## src/rtl/cache_line_filler_pkg.sv

```systemverilog
// Shared line geometry and refill FSM encodings for the direct-mapped cache
// and its memory-side line filler, so both agree on how a line is laid out.
package cache_line_filler_pkg;

    localparam int ZEROS_BITWIDTH       = 2;
    localparam int COLUMN_IX_BITWIDTH   = 3;
    localparam int ADDRESS_BITWIDTH     = 32;
    localparam int WORD_BITWIDTH        = 32;
    localparam int BYTE_ENABLE_BITWIDTH = 4;
    localparam int LINE_WORDS           = 1 << COLUMN_IX_BITWIDTH;
    localparam int COUNTER_BITWIDTH     = COLUMN_IX_BITWIDTH + 1;
    localparam int LINE_OFFSET_BITWIDTH = COLUMN_IX_BITWIDTH + ZEROS_BITWIDTH;

    localparam logic [BYTE_ENABLE_BITWIDTH-1:0] WRITE_ALL_BYTES  = 4'b1111;
    localparam logic [BYTE_ENABLE_BITWIDTH-1:0] WRITE_NO_BYTES   = 4'b0000;

    typedef enum logic [1:0] {
        FILL_IDLE    = 2'd0,
        FILL_REQUEST = 2'd1,
        FILL_BURST   = 2'd2,
        FILL_DONE    = 2'd3
    } fill_state_t;

    // Clears the column index and byte offset bits, giving the line base.
    function automatic logic [ADDRESS_BITWIDTH-1:0] line_base(
        input logic [ADDRESS_BITWIDTH-1:0] address
    );
        logic [ADDRESS_BITWIDTH-1:0] mask;
        mask = {ADDRESS_BITWIDTH{1'b1}} << LINE_OFFSET_BITWIDTH;
        return address & mask;
    endfunction

endpackage

```

## src/rtl/cache_line_filler.sv

```systemverilog
// Line refill engine: on a miss it fetches the aligned line from the burst
// memory and streams each accepted word into the cache write port.
module cache_line_filler
    import cache_line_filler_pkg::*;
(
    input  logic                            clk,
    input  logic                            rst_n,
    input  logic                            fill_req,
    input  logic [ADDRESS_BITWIDTH-1:0]     fill_address,
    output logic                            busy,
    output logic                            done,
    output logic [ADDRESS_BITWIDTH-1:0]     mem_address,
    output logic                            mem_read_req,
    input  logic                            mem_read_ack,
    input  logic [WORD_BITWIDTH-1:0]        mem_data,
    input  logic                            mem_data_valid,
    output logic [ADDRESS_BITWIDTH-1:0]     cache_address,
    output logic [WORD_BITWIDTH-1:0]        cache_data_in,
    output logic [BYTE_ENABLE_BITWIDTH-1:0] cache_write_enable
);

    fill_state_t                     state_q, state_d;
    logic [COUNTER_BITWIDTH-1:0]     counter_q, counter_d;
    logic                            busy_q, busy_d;
    logic                            done_q, done_d;
    logic                            mem_read_req_q, mem_read_req_d;
    logic [ADDRESS_BITWIDTH-1:0]     mem_address_q, mem_address_d;
    logic [ADDRESS_BITWIDTH-1:0]     cache_address_q, cache_address_d;
    logic [WORD_BITWIDTH-1:0]        cache_data_q, cache_data_d;
    logic [BYTE_ENABLE_BITWIDTH-1:0] cache_we_q, cache_we_d;

    // mem_address doubles as the latched line base for the whole fill.
    // Next-state and next-output logic; the write strobe defaults low so it
    // is only ever a single-cycle pulse per accepted word.
    always_comb begin
        state_d         = state_q;
        counter_d       = counter_q;
        busy_d          = busy_q;
        done_d          = 1'b0;
        mem_read_req_d  = mem_read_req_q;
        mem_address_d   = mem_address_q;
        cache_address_d = cache_address_q;
        cache_data_d    = cache_data_q;
        cache_we_d      = WRITE_NO_BYTES;

        case (state_q)
            FILL_IDLE: begin
                if (fill_req) begin
                    state_d        = FILL_REQUEST;
                    busy_d         = 1'b1;
                    mem_read_req_d = 1'b1;
                    mem_address_d  = line_base(fill_address);
                end
            end
            FILL_REQUEST: begin
                if (mem_read_ack) begin
                    state_d        = FILL_BURST;
                    mem_read_req_d = 1'b0;
                    counter_d      = '0;
                end
            end
            FILL_BURST: begin
                if (mem_data_valid) begin
                    cache_address_d = mem_address_q
                                    + (ADDRESS_BITWIDTH'(counter_q) << ZEROS_BITWIDTH);
                    cache_data_d    = mem_data;
                    cache_we_d      = WRITE_ALL_BYTES;
                    counter_d       = counter_q + COUNTER_BITWIDTH'(1);
                    if (counter_q == COUNTER_BITWIDTH'(LINE_WORDS - 1)) begin
                        state_d = FILL_DONE;
                        done_d  = 1'b1;
                    end
                end
            end
            FILL_DONE: begin
                state_d = FILL_IDLE;
                busy_d  = 1'b0;
            end
            default: begin
                state_d = FILL_IDLE;
            end
        endcase
    end

    // State and registered outputs; reset abandons any fill in progress.
    always_ff @(posedge clk or negedge rst_n) begin
        if (!rst_n) begin
            state_q         <= FILL_IDLE;
            counter_q       <= '0;
            busy_q          <= 1'b0;
            done_q          <= 1'b0;
            mem_read_req_q  <= 1'b0;
            mem_address_q   <= '0;
            cache_address_q <= '0;
            cache_data_q    <= '0;
            cache_we_q      <= WRITE_NO_BYTES;
        end else begin
            state_q         <= state_d;
            counter_q       <= counter_d;
            busy_q          <= busy_d;
            done_q          <= done_d;
            mem_read_req_q  <= mem_read_req_d;
            mem_address_q   <= mem_address_d;
            cache_address_q <= cache_address_d;
            cache_data_q    <= cache_data_d;
            cache_we_q      <= cache_we_d;
        end
    end

    assign busy               = busy_q;
    assign done               = done_q;
    assign mem_read_req       = mem_read_req_q;
    assign mem_address        = mem_address_q;
    assign cache_address      = cache_address_q;
    assign cache_data_in      = cache_data_q;
    assign cache_write_enable = cache_we_q;

endmodule

```

## config.mk

```make
export PLATFORM = sky130hd
export DESIGN_NAME = cache_line_filler
export DESIGN_NICKNAME = d
export VERILOG_FILES = /design/src/rtl/cache_line_filler_pkg.sv /design/src/rtl/cache_line_filler.sv
export SDC_FILE = /design/constraint.sdc
export NUM_CORES = 1
export LEC_CHECK = 0
export BUFFER_PORTS_ARGS = -buffer_cell sky130_fd_sc_hd__buf_2
export CAP_MARGIN = 30
export CORE_MARGIN = 2
export CORE_UTILIZATION = 25
export DETAILED_ROUTE_END_ITERATION = 12
export PLACE_DENSITY_LB_ADDON = 0.3
export SYNTH_ARGS = -nofsm -noshare
export SYNTH_HDL_FRONTEND = slang
export SYNTH_SLANG_ARGS = --single-unit
```

## constraint.sdc

```tcl
create_clock -name clk -period 2.29 [get_ports clk]
set_clock_uncertainty 0.2 [all_clocks]
set_input_delay 0.458 -clock clk [delete_from_list [all_inputs] [get_ports clk]]
set_output_delay 0.458 -clock clk [all_outputs]
set_load 0.05 [all_outputs]
```

Word-level counts from Yosys, hierarchy flattened
Index checks and enable logic that the tools add are counted.

cells by class
  equal/unequal tests = 8
  reductions and logical operators = 10
  $add $sub $neg = 2
  muxes and demuxes = 17

operators with widths
  operator                                                         number
  32-bit by 6-bit adder with 32-bit output                         1
  4-bit two-way mux                                                4
  2-bit two-way mux                                                4
  2-bit inequality test, second input constant                     4
  2-bit case mux with 4 select lines                               1
  4-bit case mux with 2 select lines                               1
  2-bit AND reduction                                              3
  3-bit AND reduction                                              2
  2-bit nonzero test                                               3
  1-bit two-way mux                                                5
  4-bit by 1-bit adder with 4-bit output, second input constant    1
  2-bit == test, second input constant                             2
  4-bit by 3-bit == test with 1-bit output, second input constant  1
  1-bit case mux with 2 select lines                               2
  4-bit AND reduction                                              1
  2-bit by 1-bit == test with 1-bit output, second input constant  1
  2-bit zero test                                                  1

storage, ports and cells
  bits in registers = 104
  bits of input ports = 69
  word-level logic and storage cells = 46

Logic depth before layout (Yosys ltp)
Gate-level depths: netlist (run 1).

  depth in word-level cells = 4
  depth in mapped cells = 9
  mapped depth without buffers = 7

Worst setup path before layout (run 1)
OpenSTA, ideal clock, no wires.

  path kind = register to register
  from = register mem_address_q[5], in the netlist mem_address[5]
  to = register cache_address_q[25], in the netlist cache_address[25]
  clock period less this slack = 2.636 ns
  data required time = 2.008 ns
  slack = -0.346 ns
  buffers on the path = 1
  data arrival time = 2.354 ns
  stages on the path, launching flop included = 8
  cell sequence = dfrtp_1 > ha_1 > ha_1 > nand4_1 > or4_1 > clkbuf_1 > or3_1 > a31oi_1

between the ends
  cells in the longest elaborated chain, start to end = 1

ends and longest elaborated chain
  item                                      RTL line                  source
  start: declaration                        cache_line_filler.sv:27   logic [ADDRESS_BITWIDTH-1:0] mem_address_q, mem_address_d;
  start signal: assignment                  cache_line_filler.sv:103  mem_address_q <= mem_address_d;
  32-bit by 6-bit adder with 32-bit output  cache_line_filler.sv:65   + (ADDRESS_BITWIDTH'(counter_q) << ZEROS_BITWIDTH);
  end signal: assignment                    cache_line_filler.sv:104  cache_address_q <= cache_address_d;
  end: declaration                          cache_line_filler.sv:28   logic [ADDRESS_BITWIDTH-1:0] cache_address_q, cache_address_d;

No other way between the ends.
A chain may end at the register's enable or synchronous reset.

Final worst setup path (run 1)
  from = register counter_q[3]
  to = register cache_address_q[18], in the netlist cache_address[18]

between the ends
  cells in the longest elaborated chain, start to end = 1

ends and longest elaborated chain
  item                                      RTL line                 source
  start: declaration                        cache_line_filler.sv:23  logic [COUNTER_BITWIDTH-1:0] counter_q, counter_d;
  start signal: assignment                  cache_line_filler.sv:99  counter_q <= counter_d;
  32-bit by 6-bit adder with 32-bit output  cache_line_filler.sv:65

No other way between the ends.

==> results of run 1 <==
==> worst max-delay path, cell delays in order, from the launching register on <==
cell and delay (ns):
dfrtp_1 0.39, ha_4 0.17, nand3_4 0.08, or4_4 0.54
buf_6 0.16, buf_4 0.13, or3_1 0.30, a31oi_1 0.16
==> repair_timing <==
item / CTS / global route
resized for setup: 0 / 4
endpoints found under the setup margin: 0 / 7
hold buffers: 1 / 0
hold endpoints to repair: 69 / 0
setup buffers: 0 / 1
==> area by class of cell <==
class / instances / area, um^2
fill: 1791 / 11300
sequential: 99 / 2500
multi-input combinational: 307 / 1820
timing repair buffer: 188 / 1030
tap: 225 / 282
clock buffer: 10 / 229
clock inverter: 6 / 66.3
inverter: 13 / 48.8
==> through the flow <==
stage	util (%)	instance area, um^2	hold slack, ns
CTS	34.4	5960	0.0729
global route	34.6	5980	0.0786
finish	34.6	5980	0.0938
detailed placement	32.7	5650	0.256
global placement	32.7	5650	0.252
floorplan	-	4530	-0.0376
==> per-layer routing <==
layer	GRT usage (%)	wire (um)	part of all wire, %
met2	22.7	6010	49
met4	4.30	179	1.5
met1	16.0	5240	43
met5	0	0	0
met3	3.97	785	6.4
==> kinds of logic (layout without fill, tap and decap cells) <==
group	after synthesis	after routing
AND/OR/NAND/NOR	196	196
adder cells (fa/ha/maj)	8	8
multiplexers	29	29
other	1	7
AO/OA/AOI/OAI	55	55
flip-flops	99	99
XOR/XNOR	12	12
buffers and inverters	46	217
==> path summary, 6_finish.rpt <==
check / end / start / slack, ns
setup reg to reg: cache_address[18] / counter_q[3] / 0.07
setup / recovery: cache_address[18] / counter_q[3] / 0.07
hold / removal: cache_data_in[27] / mem_data[27] / 0.09
max in group asynchronous: mem_address[8] / rst_n / 0.95
min in group asynchronous: cache_data_in[7] / rst_n / 0.45
hold reg to reg: cache_data_in[4] / cache_data_in[4] / 0.27
==> cell usage in the layout (no fill, tap or decap), drive strengths merged, types with 5 or more instances in the layout <==
cell type,count
a31oi,10
buf,187
clkbuf,10
clkinv,5
conb,7
dfrtp,99
ha,8
inv,13
mux2,28
nand2,131
nand3,13
nand4,10
nor2,12
o21ai,26
o31ai,5
or3,5
or4,10
xnor2,8
==> state kept, by name, indices dropped and copies added, names as in the netlist <==
signal and count:
busy 1, cache_address 30, cache_data_in 32, cache_write_enable 1, counter_q 4, done 1
mem_address 27, mem_read_req 1, state_q 2
==> flow_metrics.env, run 1 <==
export IMPL_status="complete, no violations"
export IMPL_synth_top_cell_area_share_pct=55.8
export IMPL_die_area_um2=18800
export IMPL_worst_setup_path_start_kind="flip-flop"
export IMPL_placedCellCount=830
export IMPL_antenna_found_initial=0
export IMPL_relSlewSlack_pct=66.2
export IMPL_synthXorXnorAreaFrac_pct=2.37
export IMPL_synthCells=446
export IMPL_hold_class="in -> reg"
export IMPL_place_hpwl_mm=9.19
export IMPL_synth_edff_count=0
export IMPL_worstMarginPinSlew_ns=0.508
export IMPL_n_antenna_cell=0
export IMPL_cp_end_kind="flip-flop"
export IMPL_grt_pass1_wl_mm=19.1
export IMPL_nets=695
export IMPL_die_h_um=137
export IMPL_globalplace_congestion=0.797
export IMPL_synth_cell_types=37
export IMPL_io_pins=172
export IMPL_grt_overflow=0
export IMPL_synthMostInstantiatedCell="nand2_1"
export IMPL_wl_per_cell_um=14.4
export IMPL_setup_viol=0
export IMPL_grtUsageTotal_pct=13.3
export IMPL_htreeDepth=3
export IMPL_hold_path_depth=3
export IMPL_cts_sinks=99
export IMPL_synthArstFlopShare_pct=100
export IMPL_initial_core_util_pct=25.7
export IMPL_core_area_um2=17300
export IMPL_syn_area_um2=4440
export IMPL_yosysTopAreaCell="dfrtp_1"
export IMPL_ys_warn_count=0
export IMPL_grt_pass1_vias=3699
export IMPL_ys_ff_latch=99
export IMPL_syn_area_per_cell_um2=9.95
export IMPL_viasPerCell=4.40
export IMPL_place_ws_ns=0.0428
export IMPL_cts_buffer_depth=2
export IMPL_rsz0062_at_grt="yes"
export IMPL_cts_tree="done"
export IMPL_seq_area_frac_synth_pct=55.8
export IMPL_worst_slack_ns=0.0717
export IMPL_period_needed_ns=2.22
export IMPL_yosys_area_share_adder_pct=2.26
export IMPL_fin_crit_sh_pct=96.9
export IMPL_instances_no_fill=848
export IMPL_clk_pin_slew_ns=0.07
export IMPL_port_buffer_count=159
export IMPL_arrival_ns=2.28
export IMPL_numCtsBuffers=9
export IMPL_postRouteAntennaNets=0
export IMPL_vias=3728
export IMPL_synthTopCellsByArea="dfrtp_1 (56%), nand2_1 (11%), mux2_2 (7.1%)"
export IMPL_die_x_um=137
export IMPL_crit_type="reg -> reg"
export IMPL_area_delta_synth_final_pct=34.8
export IMPL_drc=0
export IMPL_rr_worst_depth=7
export IMPL_setup_tns_ns=0
export IMPL_fmax_mhz=451
export IMPL_drv_slew=0
export IMPL_synth_simple_area_share_pct=19.8
export IMPL_muxShareOfSynthArea_pct=7.33
export IMPL_drt_iter0_markers=134
export IMPL_hold_viol_final=0
export IMPL_clk_insertion_delay_late_ns=0.35
export IMPL_grt_max_degree=61
export IMPL_maxCapViolCount=0
export IMPL_ys_flop_type="dfrtp_1"
export IMPL_cts_root_buf="clkbuf_16"
export IMPL_path_max_fanout=15
export IMPL_synth_top_family_by_area="simple AND/OR/NAND/NOR gates"
export IMPL_wl_mm=12.2
export IMPL_drive_above_1_share_pct=41.9
export IMPL_synth_compound_area_share_pct=7.56
export IMPL_drt_first_pass_iters=4
export IMPL_std_cell_rows=48
export IMPL_cp_required_ns=2.35
export IMPL_synth_common_cells="nand2_1 (131), dfrtp_1 (99), mux2_2 (28)"
Power of run 1 is left out: the tool's default activity adds up to more than one toggle a clock period on the data nets, which glitch-free logic cannot reach.
==> run 2: changes to the inputs <==
--- a/config.mk
+++ b/config.mk
@@ -11,6 +11,7 @@
 export CORE_UTILIZATION = 25
 export DETAILED_ROUTE_END_ITERATION = 12
 export PLACE_DENSITY_LB_ADDON = 0.3
+export SETUP_SLACK_MARGIN = 0.4
 export SYNTH_ARGS = -nofsm -noshare
 export SYNTH_HDL_FRONTEND = slang
 export SYNTH_SLANG_ARGS = --single-unit
==> run 2 against run 1 <==
  * Global-route usage down 0.074 points
  * Register-to-register slack about the same
  * Wire length down 0.33%
  * Utilization up 1.2 points
  * Sequential cell count unchanged
  * Cell count up 1.2%
  * Final area up 3.3%
  * Via count up 1.1%
  * Critical path depth unchanged
  * Fmax up 0.20%
  * Critical path type unchanged
  * Critical endpoint is now cache_address[20]
  * Largest cell class unchanged
==> flow_metrics.env, run 2 (synthesis results as in run 1) <==
export IMPL_final_common_cell="buf_2"
export IMPL_cts_buffer_depth=2
export IMPL_die_area_um2=18800
export IMPL_grt_pass1_vias=3790
export IMPL_drive_above_1_share_pct=44.9
export IMPL_cts_sinks=99
export IMPL_wl_mm=12.2
export IMPL_fin_crit_sh_pct=96.7
export IMPL_arrival_ns=2.29
export IMPL_cp_end_kind="flip-flop"
export IMPL_setup_viol=0
export IMPL_clk_insertion_delay_late_ns=0.34
export IMPL_maxCapViolCount=0
export IMPL_postRouteAntennaNets=0
export IMPL_clk_pin_slew_ns=0.07
export IMPL_viasPerCell=4.39
export IMPL_fmax_mhz=452
export IMPL_hold_viol_final=0
export IMPL_crit_type="reg -> reg"
export IMPL_htreeDepth=3
export IMPL_worst_setup_path_start_kind="flip-flop"
export IMPL_grt_pass1_wl_mm=19.0
export IMPL_die_x_um=137
export IMPL_grt_max_degree=59
export IMPL_drt_first_pass_iters=4
export IMPL_core_area_um2=17300
export IMPL_hold_worst_slack_ns=0.0960
export IMPL_drv_slew=0
export IMPL_wl_per_cell_um=14.2
export IMPL_grtUsageTotal_pct=13.2
export IMPL_worstMarginPinSlew_ns=0.552
export IMPL_drc=0
export IMPL_drt_iter0_markers=123
export IMPL_period_needed_ns=2.21
export IMPL_numCtsBuffers=9
export IMPL_relSlewSlack_pct=63.2
export IMPL_cts_tree="done"
export IMPL_antenna_found_initial=0
export IMPL_r2r_slack_ns=0.08
export IMPL_grt_overflow=0
export IMPL_rsz0062_at_grt="yes"
export IMPL_port_buffer_count=159
export IMPL_hold_class="in -> reg"
export IMPL_io_pins=172
export IMPL_die_h_um=137
export IMPL_path_max_fanout=6
export IMPL_largest_register_ffs=32
export IMPL_vias=3768
export IMPL_initial_core_util_pct=25.7
export IMPL_globalplace_congestion=0.788
export IMPL_cp_required_ns=2.37
export IMPL_std_cell_rows=48
export IMPL_status="complete, no violations"
export IMPL_cts_root_buf="clkbuf_16"
export IMPL_layout_common_cells="buf_2 (158), nand2_1 (129), dfrtp_1 (77), buf_4 (30), mux2_2 (28)"
export IMPL_fill_cells=1798
export IMPL_nets=704
export IMPL_area_delta_synth_final_pct=39.3
export IMPL_place_hpwl_mm=9.03
[run 2: cell count changes in the layout (fill, tap and decap cells not counted), sizes merged]
cell	delta
buf	+9
clkinv	-2
clkbuf	+2
diode	+1
[run 2: final cells by class]
type	count	area (um^2)	share of cell area (%)
Sequential cell	99	2500	40.5
Antenna cell	1	2.50	0.0405
Inverter	13	48.8	0.790
Timing Repair Buffer	197	1140	18.5
Clock buffer	12	256	4.15
Tap cell	225	282	4.56
Multi-Input combinational cell	307	1890	30.6
Clock inverter	4	48.8	0.790
[run 2: stage by stage]
step / setup slack (ns) / util [%] / cell area, um^2 / cells / setup TNS (ns)
6_report: 0.0761 / 35.7 / 6180 / 858 / 0
5_1_grt: -0.00845 / 35.7 / 6180 / 857 / -0.00845
4_1_cts: 0.0827 / 35.1 / 6070 / 851 / 0
3_5_place_dp: -0.0218 / 32.6 / 5640 / 826 / -0.0218
3_3_place_gp: 0.0161 / 32.6 / 5640 / 826 / 0
2_1_floorplan: -0.0415 / - / 4540 / 452 / -0.176
[run 2: timing repair]
action                                  in CTS  in global routing
endpoints found under the setup margin      35                 45
pin swaps                                   11                 11
hold buffers                                 1                  0
gates resized for setup                     13                 19
hold endpoints to repair                    37                  0
gates cloned                                 1                  0
setup buffers                                7                  6
[run 2: layer usage]
layer | global-route usage, % | vias to the layer above | share of wire (%)
met5 | 0 | - | 0
li1 | - | 1858 | -
met4 | 5.04 | 0 | 1.5
met1 | 15.5 | 1786 | 42
met2 | 23.0 | 109 | 50
met3 | 3.61 | 15 | 6.4
[run 2: path summary, 6_finish.rpt]
check,depth (start not counted),end,startpoint
max,7,cache_address[20],counter_q[3]
min,3,cache_data_in[29],mem_data[29]
max reg2reg,7,cache_address[20],counter_q[3]
min reg2reg,2,cache_data_in[18],cache_data_in[18]
max in group asynchronous,3,mem_address[12],rst_n
min in group asynchronous,2,mem_read_req,rst_n
[run 2: worst max-delay path, cell delays in order, from the launching register on]
cell	delay [ns]
dfrtp_1	0.39
ha_4	0.18
nand3_4	0.08
or4_4	0.55
buf_4	0.15
buf_6	0.12
or4_1	0.40
nand3_1	0.08
Power of run 2 is left out for the same reason.
